===== config.mk =====
export PLATFORM = sky130hd
export DESIGN_NAME = lif_neuron_array_flat
export DESIGN_NICKNAME = d
export VERILOG_FILES = /design/src/rtl/lif_neuron_array_if.sv /design/src/rtl/lif_neuron_array.sv /design/src/flat_wrapper.sv
export SDC_FILE = /design/constraint.sdc
export NUM_CORES = 1
export LEC_CHECK = 0
export ABC_AREA = 0
export CORE_MARGIN = 2
export CORE_UTILIZATION = 52
export DETAILED_ROUTE_END_ITERATION = 8
export GPL_TIMING_DRIVEN = 0
export PLACE_DENSITY = 0.8
export SLEW_MARGIN = 10
export SYNTH_ARGS = -nofsm -noshare
export SYNTH_HDL_FRONTEND = slang
export SYNTH_SLANG_ARGS = --single-unit

===== constraint.sdc =====
create_clock -name CLK -period 4.5 [get_ports CLK]
set_input_delay 0.45 -clock CLK [delete_from_list [all_inputs] [get_ports CLK]]
set_output_delay 0.45 -clock CLK [all_outputs]
set_load 0.02 [all_outputs]

===== src/rtl/lif_neuron_array_if.sv =====
`default_nettype none
// +--------------------------------------------------------------------------+
// | lif_neuron_array_if : beat bundle between neuron SRAM read, update, WB     |
// | Optional macro: LIF_REFRAC_EN (adds in_refrac/out_refrac). Revision: 1.0   |
// +--------------------------------------------------------------------------+
interface lif_neuron_array_if #(
  parameter int LANES        = 4,
  parameter int TIME_STEP    = 8,
  parameter int MEM_WIDTH    = 12,
  parameter int WEIGHT_WIDTH = 8
);
  localparam int TSW = (TIME_STEP > 1) ? $clog2(TIME_STEP) : 1;

  logic                            in_valid;
  logic                            in_ready;
  logic [1:0]                      in_op;
  logic [LANES-1:0]                in_lane_en;
  logic [TSW-1:0]                  in_time_step;
  logic [MEM_WIDTH-1:0]            in_thr;
  logic [LANES*MEM_WIDTH-1:0]      in_state;
  logic [LANES*WEIGHT_WIDTH-1:0]   in_weight;
  logic [LANES*TIME_STEP-1:0]      in_spk_map;
  logic                            out_valid;
  logic                            out_ready;
  logic [LANES*MEM_WIDTH-1:0]      out_state;
  logic [LANES*TIME_STEP-1:0]      out_spk_map;
  logic [LANES-1:0]                out_spike;
`ifdef LIF_REFRAC_EN
  logic [2*LANES-1:0]              in_refrac;
  logic [2*LANES-1:0]              out_refrac;

  modport slave (
    input  in_valid, in_op, in_lane_en, in_time_step, in_thr, in_state,
           in_weight, in_spk_map, out_ready, in_refrac,
    output in_ready, out_valid, out_state, out_spk_map, out_spike, out_refrac
  );
  modport master (
    output in_valid, in_op, in_lane_en, in_time_step, in_thr, in_state,
           in_weight, in_spk_map, out_ready, in_refrac,
    input  in_ready, out_valid, out_state, out_spk_map, out_spike, out_refrac
  );
`else
  modport slave (
    input  in_valid, in_op, in_lane_en, in_time_step, in_thr, in_state,
           in_weight, in_spk_map, out_ready,
    output in_ready, out_valid, out_state, out_spk_map, out_spike
  );
  modport master (
    output in_valid, in_op, in_lane_en, in_time_step, in_thr, in_state,
           in_weight, in_spk_map, out_ready,
    input  in_ready, out_valid, out_state, out_spk_map, out_spike
  );
`endif
endinterface
`default_nettype wire


===== src/rtl/lif_neuron_array.sv =====
`default_nettype none
// +--------------------------------------------------------------------------+
// | lif_neuron_array : multi-lane 2-stage LIF update with valid/ready         |
// | Optional macro: LIF_REFRAC_EN (refractory counters). Revision: 1.0        |
// +--------------------------------------------------------------------------+
module lif_neuron_array #(
  parameter int LANES         = 4,
  parameter int TIME_STEP     = 8,
  parameter int MEM_WIDTH     = 12,
  parameter int WEIGHT_WIDTH  = 8,
  parameter int LEAK_SHIFT    = 0,
  parameter int RESET_MODE    = 0,
  parameter int REFRAC_PERIOD = 2
) (
  input wire               CLK,
  input wire               RST,
  lif_neuron_array_if.slave bus
);
  localparam int TSW = (TIME_STEP > 1) ? $clog2(TIME_STEP) : 1;
  localparam int MW  = MEM_WIDTH;
  localparam int WW  = WEIGHT_WIDTH;

  localparam logic [1:0] c_OP_ACC  = 2'b01;
  localparam logic [1:0] c_OP_STEP = 2'b10;
  localparam logic [1:0] c_OP_REF  = 2'b11;

  localparam logic signed [MW:0] c_SAT_MAX = {2'b00, {(MW-1){1'b1}}};
  localparam logic signed [MW:0] c_SAT_MIN = {2'b11, {(MW-1){1'b0}}};

  function automatic logic signed [MW-1:0] f_sat(input logic signed [MW:0] x);
    if (x > c_SAT_MAX)      f_sat = c_SAT_MAX[MW-1:0];
    else if (x < c_SAT_MIN) f_sat = c_SAT_MIN[MW-1:0];
    else                    f_sat = x[MW-1:0];
  endfunction

  logic                          r_s1_valid;
  logic [1:0]                    r_s1_op;
  logic [LANES-1:0]              r_s1_en;
  logic [TSW-1:0]                r_s1_ts;
  logic signed [MW-1:0]          r_s1_thr;
  logic [LANES*MW-1:0]           r_s1_state;
  logic [LANES*WW-1:0]           r_s1_weight;
  logic [LANES*TIME_STEP-1:0]    r_s1_map;

  logic                          r_s2_valid;
  logic [LANES*MW-1:0]           r_s2_state;
  logic [LANES*TIME_STEP-1:0]    r_s2_map;
  logic [LANES-1:0]              r_s2_spike;

  logic [LANES*MW-1:0]           w_state_n;
  logic [LANES*TIME_STEP-1:0]    w_map_n;
  logic [LANES-1:0]              w_spike_n;

  logic                          w_s2_adv;
  logic                          w_in_ready;

`ifdef LIF_REFRAC_EN
  logic [2*LANES-1:0]            r_s1_refrac;
  logic [2*LANES-1:0]            r_s2_refrac;
  logic [2*LANES-1:0]            w_refrac_n;
  assign bus.out_refrac = r_s2_refrac;
`endif

  // Stage 2 drains when empty or consumed; stage 1 refills whenever it will be vacated.
  assign w_s2_adv   = !r_s2_valid || bus.out_ready;
  assign w_in_ready = !r_s1_valid || w_s2_adv;

  assign bus.in_ready    = w_in_ready;
  assign bus.out_valid   = r_s2_valid;
  assign bus.out_state   = r_s2_state;
  assign bus.out_spk_map = r_s2_map;
  assign bus.out_spike   = r_s2_spike;

  for (genvar l = 0; l < LANES; l++) begin : g_lane
    logic signed [MW-1:0]       w_st;
    logic signed [WW-1:0]       w_wt;
    logic signed [MW:0]         w_st_ext;
    logic signed [MW:0]         w_wt_ext;
    logic signed [MW:0]         w_thr_ext;
    logic signed [MW:0]         w_lk_ext;
    logic signed [MW:0]         w_acc_sum;
    logic signed [MW:0]         w_sub;
    logic signed [MW-1:0]       w_leaked;
    logic signed [MW-1:0]       w_relu;
    logic [TIME_STEP-1:0]       w_mp;
    logic                       w_busy;
    logic                       w_fire;
    logic signed [MW-1:0]       w_st_n;
    logic [TIME_STEP-1:0]       w_mp_n;
    logic                       w_sp_n;

    assign w_st      = r_s1_state[l*MW +: MW];
    assign w_wt      = r_s1_weight[l*WW +: WW];
    assign w_mp      = r_s1_map[l*TIME_STEP +: TIME_STEP];
    assign w_st_ext  = {w_st[MW-1], w_st};
    assign w_wt_ext  = {{(MW+1-WW){w_wt[WW-1]}}, w_wt};
    assign w_thr_ext = {r_s1_thr[MW-1], r_s1_thr};
    assign w_lk_ext  = {w_leaked[MW-1], w_leaked};
    assign w_acc_sum = w_st_ext + w_wt_ext;
    assign w_sub     = w_lk_ext - w_thr_ext;

    if (LEAK_SHIFT > 0) begin : g_leak
      assign w_leaked = w_st - (w_st >>> LEAK_SHIFT);
    end else begin : g_no_leak
      assign w_leaked = w_st;
    end

    assign w_relu = w_leaked[MW-1] ? '0 : w_leaked;
    assign w_fire = (w_leaked >= r_s1_thr) && !w_busy;

`ifdef LIF_REFRAC_EN
    logic [1:0] w_rf;
    logic [1:0] w_rf_n;
    assign w_rf   = r_s1_refrac[2*l +: 2];
    assign w_busy = |w_rf;
    assign w_refrac_n[2*l +: 2] = w_rf_n;
`else
    assign w_busy = 1'b0;
`endif

    always_comb begin
      w_st_n = w_st;
      w_mp_n = w_mp;
      w_sp_n = 1'b0;
`ifdef LIF_REFRAC_EN
      w_rf_n = w_rf;
`endif
      if (r_s1_en[l]) begin
        case (r_s1_op)
          c_OP_ACC: begin
            if (!w_busy) w_st_n = f_sat(w_acc_sum);
          end
          c_OP_STEP: begin
            if (w_fire) begin
              w_sp_n = 1'b1;
              // Out-of-range time steps match no bit, so the bitmap is left alone.
              for (int t = 0; t < TIME_STEP; t++) begin
                if (r_s1_ts == TSW'(t)) w_mp_n[t] = 1'b1;
              end
              if (RESET_MODE == 1) w_st_n = f_sat(w_sub);
              else                 w_st_n = '0;
`ifdef LIF_REFRAC_EN
              w_rf_n = 2'(REFRAC_PERIOD);
`endif
            end else begin
              w_st_n = w_relu;
`ifdef LIF_REFRAC_EN
              if (w_busy) w_rf_n = w_rf - 2'd1;
`endif
            end
          end
          c_OP_REF: begin
            w_st_n = '0;
            w_mp_n = '0;
`ifdef LIF_REFRAC_EN
            w_rf_n = 2'd0;
`endif
          end
          default: ;
        endcase
      end
    end

    assign w_state_n[l*MW +: MW]              = w_st_n;
    assign w_map_n[l*TIME_STEP +: TIME_STEP]  = w_mp_n;
    assign w_spike_n[l]                       = w_sp_n;
  end

  always_ff @(posedge CLK) begin
    if (RST) begin
      r_s1_valid <= 1'b0;
      r_s2_valid <= 1'b0;
      r_s2_state <= '0;
      r_s2_map   <= '0;
      r_s2_spike <= '0;
`ifdef LIF_REFRAC_EN
      r_s2_refrac <= '0;
`endif
    end else begin
      if (w_in_ready) r_s1_valid <= bus.in_valid;
      if (w_s2_adv)   r_s2_valid <= r_s1_valid;
      if (w_s2_adv && r_s1_valid) begin
        r_s2_state <= w_state_n;
        r_s2_map   <= w_map_n;
        r_s2_spike <= w_spike_n;
`ifdef LIF_REFRAC_EN
        r_s2_refrac <= w_refrac_n;
`endif
      end
    end
  end

  always_ff @(posedge CLK) begin
    if (w_in_ready && bus.in_valid) begin
      r_s1_op     <= bus.in_op;
      r_s1_en     <= bus.in_lane_en;
      r_s1_ts     <= bus.in_time_step;
      r_s1_thr    <= bus.in_thr;
      r_s1_state  <= bus.in_state;
      r_s1_weight <= bus.in_weight;
      r_s1_map    <= bus.in_spk_map;
`ifdef LIF_REFRAC_EN
      r_s1_refrac <= bus.in_refrac;
`endif
    end
  end
endmodule
`default_nettype wire


===== src/flat_wrapper.sv =====
// flat-port wrapper written by rule: the top's interface ports become plain ports
module lif_neuron_array_flat 
#(
  parameter int LANES         = 4,
  parameter int TIME_STEP     = 8,
  parameter int MEM_WIDTH     = 12,
  parameter int WEIGHT_WIDTH  = 8,
  parameter int LEAK_SHIFT    = 0,
  parameter int RESET_MODE    = 0,
  parameter int REFRAC_PERIOD = 2
)
  (CLK, RST, bus_in_valid, bus_in_op, bus_in_lane_en, bus_in_time_step, bus_in_thr, bus_in_state, bus_in_weight, bus_in_spk_map, bus_out_ready, bus_in_ready, bus_out_valid, bus_out_state, bus_out_spk_map, bus_out_spike);
  lif_neuron_array_if #(.LANES(LANES), .TIME_STEP(TIME_STEP), .MEM_WIDTH(MEM_WIDTH), .WEIGHT_WIDTH(WEIGHT_WIDTH)) bus_i ();
  input wire CLK;
  input wire RST;
  input wire logic [$bits(bus_i.in_valid)-1:0] bus_in_valid;
  input wire logic [$bits(bus_i.in_op)-1:0] bus_in_op;
  input wire logic [$bits(bus_i.in_lane_en)-1:0] bus_in_lane_en;
  input wire logic [$bits(bus_i.in_time_step)-1:0] bus_in_time_step;
  input wire logic [$bits(bus_i.in_thr)-1:0] bus_in_thr;
  input wire logic [$bits(bus_i.in_state)-1:0] bus_in_state;
  input wire logic [$bits(bus_i.in_weight)-1:0] bus_in_weight;
  input wire logic [$bits(bus_i.in_spk_map)-1:0] bus_in_spk_map;
  input wire logic [$bits(bus_i.out_ready)-1:0] bus_out_ready;
  output wire logic [$bits(bus_i.in_ready)-1:0] bus_in_ready;
  output wire logic [$bits(bus_i.out_valid)-1:0] bus_out_valid;
  output wire logic [$bits(bus_i.out_state)-1:0] bus_out_state;
  output wire logic [$bits(bus_i.out_spk_map)-1:0] bus_out_spk_map;
  output wire logic [$bits(bus_i.out_spike)-1:0] bus_out_spike;
  assign bus_i.in_valid = bus_in_valid;
  assign bus_i.in_op = bus_in_op;
  assign bus_i.in_lane_en = bus_in_lane_en;
  assign bus_i.in_time_step = bus_in_time_step;
  assign bus_i.in_thr = bus_in_thr;
  assign bus_i.in_state = bus_in_state;
  assign bus_i.in_weight = bus_in_weight;
  assign bus_i.in_spk_map = bus_in_spk_map;
  assign bus_i.out_ready = bus_out_ready;
  assign bus_in_ready = bus_i.in_ready;
  assign bus_out_valid = bus_i.out_valid;
  assign bus_out_state = bus_i.out_state;
  assign bus_out_spk_map = bus_i.out_spk_map;
  assign bus_out_spike = bus_i.out_spike;
  lif_neuron_array #(.LANES(LANES), .TIME_STEP(TIME_STEP), .MEM_WIDTH(MEM_WIDTH), .WEIGHT_WIDTH(WEIGHT_WIDTH), .LEAK_SHIFT(LEAK_SHIFT), .RESET_MODE(RESET_MODE), .REFRAC_PERIOD(REFRAC_PERIOD)) u_core (.CLK(CLK), .RST(RST), .bus(bus_i));
endmodule

==> results <==
- The run finished with clean final reports.
- The number of cells on the worst reg-to-reg path is 11.
- The worst setup path is launched from a flip-flop.
- Counting every net in the synthesized netlist gives 1298.
- The count of cell types in the netlist is 79.
- After clock tree synthesis, the flow added hold-fix buffers numbering 0.
- The chip width is 152 um.
- Using the TritonRoute via totals, the vias-per-cell ratio works out to ~6.0.
- The source of the worst hold timing path is u_core.bus.out_spk_map[22].
- TritonCTS built the clock tree.
- The initial antenna violation count came to 2.
- The number of buffers added on ports is 221.
- After detailed routing, the total wire length is 33300 um.
- Of all nets on the critical path, the largest fanout is 6.
- The number of endpoints with negative hold slack in the final report is 0.
- Clock tree synthesis found a total of 219 sinks.
- For the pin with the worst max-slew slack, the measured transition is 1.17 ns.
- The clock-pin slew on the worst setup and hold paths is 0.07 ns.
- For this run, design rule violations remaining after detail routing come to 0.
- The share of total power dissipated in sequential elements is 0.433.
- The floorplan step defined a die boundary enclosing roughly 0.023 mm^2.
- The required time reported for the critical path endpoint is 4.92 ns.
- At the placement stage, the worst setup path has a slack of 1.30 ns.
- The number of global-route vias before repair is 9441.
- After floorplanning, the core was sized to cover roughly 0.021 mm^2.
- Setup repair after global routing left no endpoint under its margin.
- The leakage power of the design is 5.57 nW.
- The clock power share is 0.375.
- The number of cells in the finished layout apart from fillers is 1606.
- For this run, the register share of the synthesized area comes to 0.505.
- Setup slack on the critical path of the routed design comes to 1.48 ns.
- The total placed cells including tap cells is about 1.6k.
- The peak clock frequency supported by timing is 0.331 GHz.
- The max-slew headroom at the worst pin is 0.220.
- The internal power of the cells totals 0.00399 W.
- The number of violations reported at the end of detailed-routing iteration 0 is 736.
- The share of synthesized flip-flops with an asynchronous set or reset is 0.
- The tool flagged a number of max-cap violations equal to 0.
- The worst register-to-register path begins at u_core.r_s1_state[0].
- The post-layout total power is 0.00544 W.
- The global routing usage summed across all routing layers is 0.282.
- The power density normalized to cell area is between 300 and 400 mW/mm^2.
- Between clock sinks in the finished design, the worst skew comes to 0.0121 ns.
- The routed layout has 9705 vias.
- Of the cells placed in the final design, the portion with a size suffix greater than 1 is 0.0550.
- The deepest level of the CTS H-tree is 1.
- Summing all placed instances gives a cell area of 0.0139 mm^2.
- Summing all non-filler instances in the final layout gives an area of between 0.01 and 0.015 mm^2.
- The later-pin clock latency in the skew report is 0.52 ns.
- The area growth from synthesis to layout is 30.4%.
- The largest area contributor in the synthesized netlist is sky130_fd_sc_hd__edfxtp_1.
- The placement row count is between 50 and 60.
- The shortest clock period the worst path allows after layout is 3.02 ns.
- The worst setup path is captured at a flip-flop.
- Yosys instantiated no cell more often than sky130_fd_sc_hd__edfxtp_1.
- The average size of a mapped cell is 10.7 um^2.
- The warning count from the yosys run is 0.
- Summing every instance area after synthesis gives 0.0113 mm^2.
- At the end of the flow, the number of nets in the layout was 1547.
- The worst setup path startpoint is u_core.r_s1_state[0].
- The routability congestion estimate from global placement is 0.914.
- The share of total power consumed by net switching is 0.266.
- The final clock period utilization by the worst path is 0.671.
- Entering global routing, the biggest net connects 60 pins.
- The longest clock path from root to sink contains 3 buffers.
- The kind of critical path is reg2reg.
- In the final routed layout, each cell accounts on average for 20.7 um.
- The effective utilization at floorplan is 0.534.
- The vertical die dimension is 152 um.
- between 200 and 250 I/O pins were placed.
- Summed over all nets, the half-perimeter wirelength after detailed placement is 24600 um.
- The dominant register cell in the synthesized netlist is sky130_fd_sc_hd__edfxtp_1.
- Post-CTS repair changed the size of 0 cells.
- The analysis attributes to net switching a power of approximately 0.0014 W.
- The fraction of synthesized cell area taken by the top area cell type is 0.353.
- STA puts the critical path data arrival time at 3.44 ns.
- In this run the clock root is driven by a sky130_fd_sc_hd__clkbuf_16.
- Of the total power, combinational logic draws 0.193.
- The number of setup buffers added after CTS is 0.
- The count of nets left with antenna violations once routing finished came out at 0.
- The type of the tightest min-delay check is reg2reg.
- After synthesis, the cell types taking the most area are sky130_fd_sc_hd__edfxtp_1 (35%), sky130_fd_sc_hd__dfxtp_1 (15%), sky130_fd_sc_hd__ha_1 (11%), sky130_fd_sc_hd__nor2_1 (3.9%), sky130_fd_sc_hd__a21oi_1 (3.1%).
- The count of pins over their slew limit was 0.
- Before antenna repair, the detailed router went through 7 iterations.
- The commonest cells after synthesis are sky130_fd_sc_hd__edfxtp_1 (133), sky130_fd_sc_hd__nor2_1 (119), sky130_fd_sc_hd__ha_1 (96).
- In this run the worst setup path terminates at u_core.bus.out_state[0].
- The first global-routing pass estimated 49600 um of wire.
- The number of synthesized flops with an enable pin is 133.
- Synthesis inferred about 220 register bits.
- The worst ir drop on vdd is 0.280 mV.
- Clock tree synthesis inserted a total of 24 buffers.
- The worst register-to-register path ends at u_core.bus.out_state[0].
- Summed over all layers, the global routing overflow is 0.
- Synthesis produced 1061 cells.
- In this run the register-to-register setup slack is 1.48 ns.
- The final count of negative-setup-slack endpoints is 0.
sequential cells by signal, indices dropped and copies added, names as in the netlist:
| register | flops |
|---|---|
| u_core.bus.out_spk_map | 32 |
| u_core.r_s1_valid | 1 |
| u_core.r_s1_map | 32 |
| u_core.r_s1_state | 48 |
| u_core.bus.out_spike | 4 |
| u_core.bus.out_valid | 1 |
| u_core.r_s1_ts | 3 |
| u_core.r_s1_en | 4 |
| u_core.bus.out_state | 48 |
| u_core.r_s1_weight | 32 |
| u_core.r_s1_op | 2 |
| u_core.r_s1_thr | 12 |
worst min path at each step:
stage / endpoint / slack [ns] / cells past startpoint
after global placement: u_core.bus.out_spike[0] / 0.44 / 2
after global routing: u_core.r_s1_weight[10] / 0.47 / 1
after CTS: u_core.bus.out_spk_map[22] / 0.46 / 2
after floorplan: u_core.bus.out_valid / 0.50 / 2
after detailed placement: u_core.bus.out_spk_map[22] / 0.45 / 2
final: u_core.bus.out_spk_map[22] / 0.46 / 2
power by group through the flow:
stage	clock [W]	combinational, W	sequential [W]
finish	0.00204	0.00105	0.00235
global placement	0	0.000994	0.00240
CTS	0.00206	0.00104	0.00235
floorplan	0	0.000569	0.00243
detailed placement	0	0.00103	0.00239
global route	0.00214	0.00113	0.00236
metal layers:
metal | up-vias | share of wire | GRT usage | routed length (um)
met1 | 4641 | 0.41 | 0.363 | 13700
met2 | 438 | 0.48 | 0.471 | 15800
met3 | 90 | 0.070 | 0.0461 | 2320
met4 | 0 | 0.042 | 0.120 | 1400
met5 | - | 0 | 0 | 0
li1 | 4536 | - | - | -
kinds of logic (layout without fill, tap and decap cells):
group,count (synthesis),in the layout,synth area share
other cells,0,3,0
compound gates,305,305,0.193
xor+xnor,31,31,0.0253
fa+ha+maj,101,101,0.114
flops,219,219,0.505
simple gates,321,321,0.134
buf+inv,84,351,0.0288
per-stage QoR:
step,TNS [ns],hold WS (ns),utilization
final,0,0.463,0.696
after global routing,0,0.474,0.696
after CTS,0,0.463,0.695
after detailed placement,0,0.453,0.657
after global placement,-188.20,0.443,0.654
after floorplan,0,0.496,-
worst max-delay path, stage by stage (launching register included):
cell	delay, ns
sky130_fd_sc_hd__edfxtp_1	0.45
sky130_fd_sc_hd__ha_1	0.27
sky130_fd_sc_hd__inv_1	0.07
sky130_fd_sc_hd__fa_1	0.40
sky130_fd_sc_hd__nor2b_1	0.15
sky130_fd_sc_hd__o21ai_0	0.12
sky130_fd_sc_hd__a211o_1	0.36
sky130_fd_sc_hd__a21boi_2	0.21
sky130_fd_sc_hd__o41ai_4	0.16
sky130_fd_sc_hd__nor2_2	0.27
sky130_fd_sc_hd__a31oi_4	0.15
sky130_fd_sc_hd__a211oi_1	0.29
cell type report:
| type | instances | area, um^2 |
|---|---|---|
| Clock buffer | 35 | 704 |
| Timing Repair Buffer | 223 | 2270 |
| Multi-Input combinational cell | 758 | 5280 |
| Sequential cell | 219 | 5720 |
| Clock inverter | 9 | 118 |
| Inverter | 43 | 161 |
| Antenna cell | 3 | 7.51 |
| Tap cell | 275 | 344 |
| Buffer | 41 | 165 |
| Fill cell | 1628 | 6450 |
placed cells by master (no fill, tap or decap), types with 4 or more instances in the layout:
master | netlist | final
sky130_fd_sc_hd__a22oi_1 | 18 | 18
sky130_fd_sc_hd__fa_1 | 4 | 4
sky130_fd_sc_hd__nor2b_1 | 18 | 18
sky130_fd_sc_hd__o22ai_1 | 7 | 7
sky130_fd_sc_hd__a211oi_1 | 33 | 33
sky130_fd_sc_hd__xor2_1 | 6 | 6
sky130_fd_sc_hd__o21a_1 | 7 | 7
sky130_fd_sc_hd__nand3_1 | 18 | 18
sky130_fd_sc_hd__edfxtp_1 | 133 | 133
sky130_fd_sc_hd__o2111ai_1 | 4 | 4
sky130_fd_sc_hd__o21bai_1 | 7 | 7
sky130_fd_sc_hd__o211ai_1 | 7 | 7
sky130_fd_sc_hd__a32oi_1 | 6 | 6
sky130_fd_sc_hd__nand2b_1 | 14 | 14
sky130_fd_sc_hd__and3_1 | 9 | 9
sky130_fd_sc_hd__nand2_1 | 60 | 60
sky130_fd_sc_hd__clkdlybuf4s50_1 | 0 | 221
sky130_fd_sc_hd__a21oi_1 | 70 | 70
sky130_fd_sc_hd__nor3b_1 | 4 | 4
sky130_fd_sc_hd__a31oi_1 | 15 | 15
sky130_fd_sc_hd__buf_2 | 6 | 6
sky130_fd_sc_hd__nor4_1 | 10 | 10
sky130_fd_sc_hd__a221oi_1 | 26 | 26
sky130_fd_sc_hd__clkinv_2 | 0 | 4
sky130_fd_sc_hd__nor2_1 | 119 | 119
sky130_fd_sc_hd__ha_1 | 96 | 96
sky130_fd_sc_hd__nor3_1 | 49 | 49
sky130_fd_sc_hd__clkbuf_16 | 0 | 26
sky130_fd_sc_hd__clkbuf_1 | 33 | 40
sky130_fd_sc_hd__a211o_1 | 4 | 4
sky130_fd_sc_hd__xnor2_1 | 23 | 23
sky130_fd_sc_hd__a311oi_1 | 6 | 6
sky130_fd_sc_hd__nor4b_1 | 4 | 4
sky130_fd_sc_hd__dfxtp_1 | 86 | 86
sky130_fd_sc_hd__a21o_1 | 16 | 16
sky130_fd_sc_hd__o31a_1 | 4 | 4
sky130_fd_sc_hd__o21ai_0 | 38 | 38
sky130_fd_sc_hd__inv_1 | 42 | 42
(Power assumes the default switching activity.)
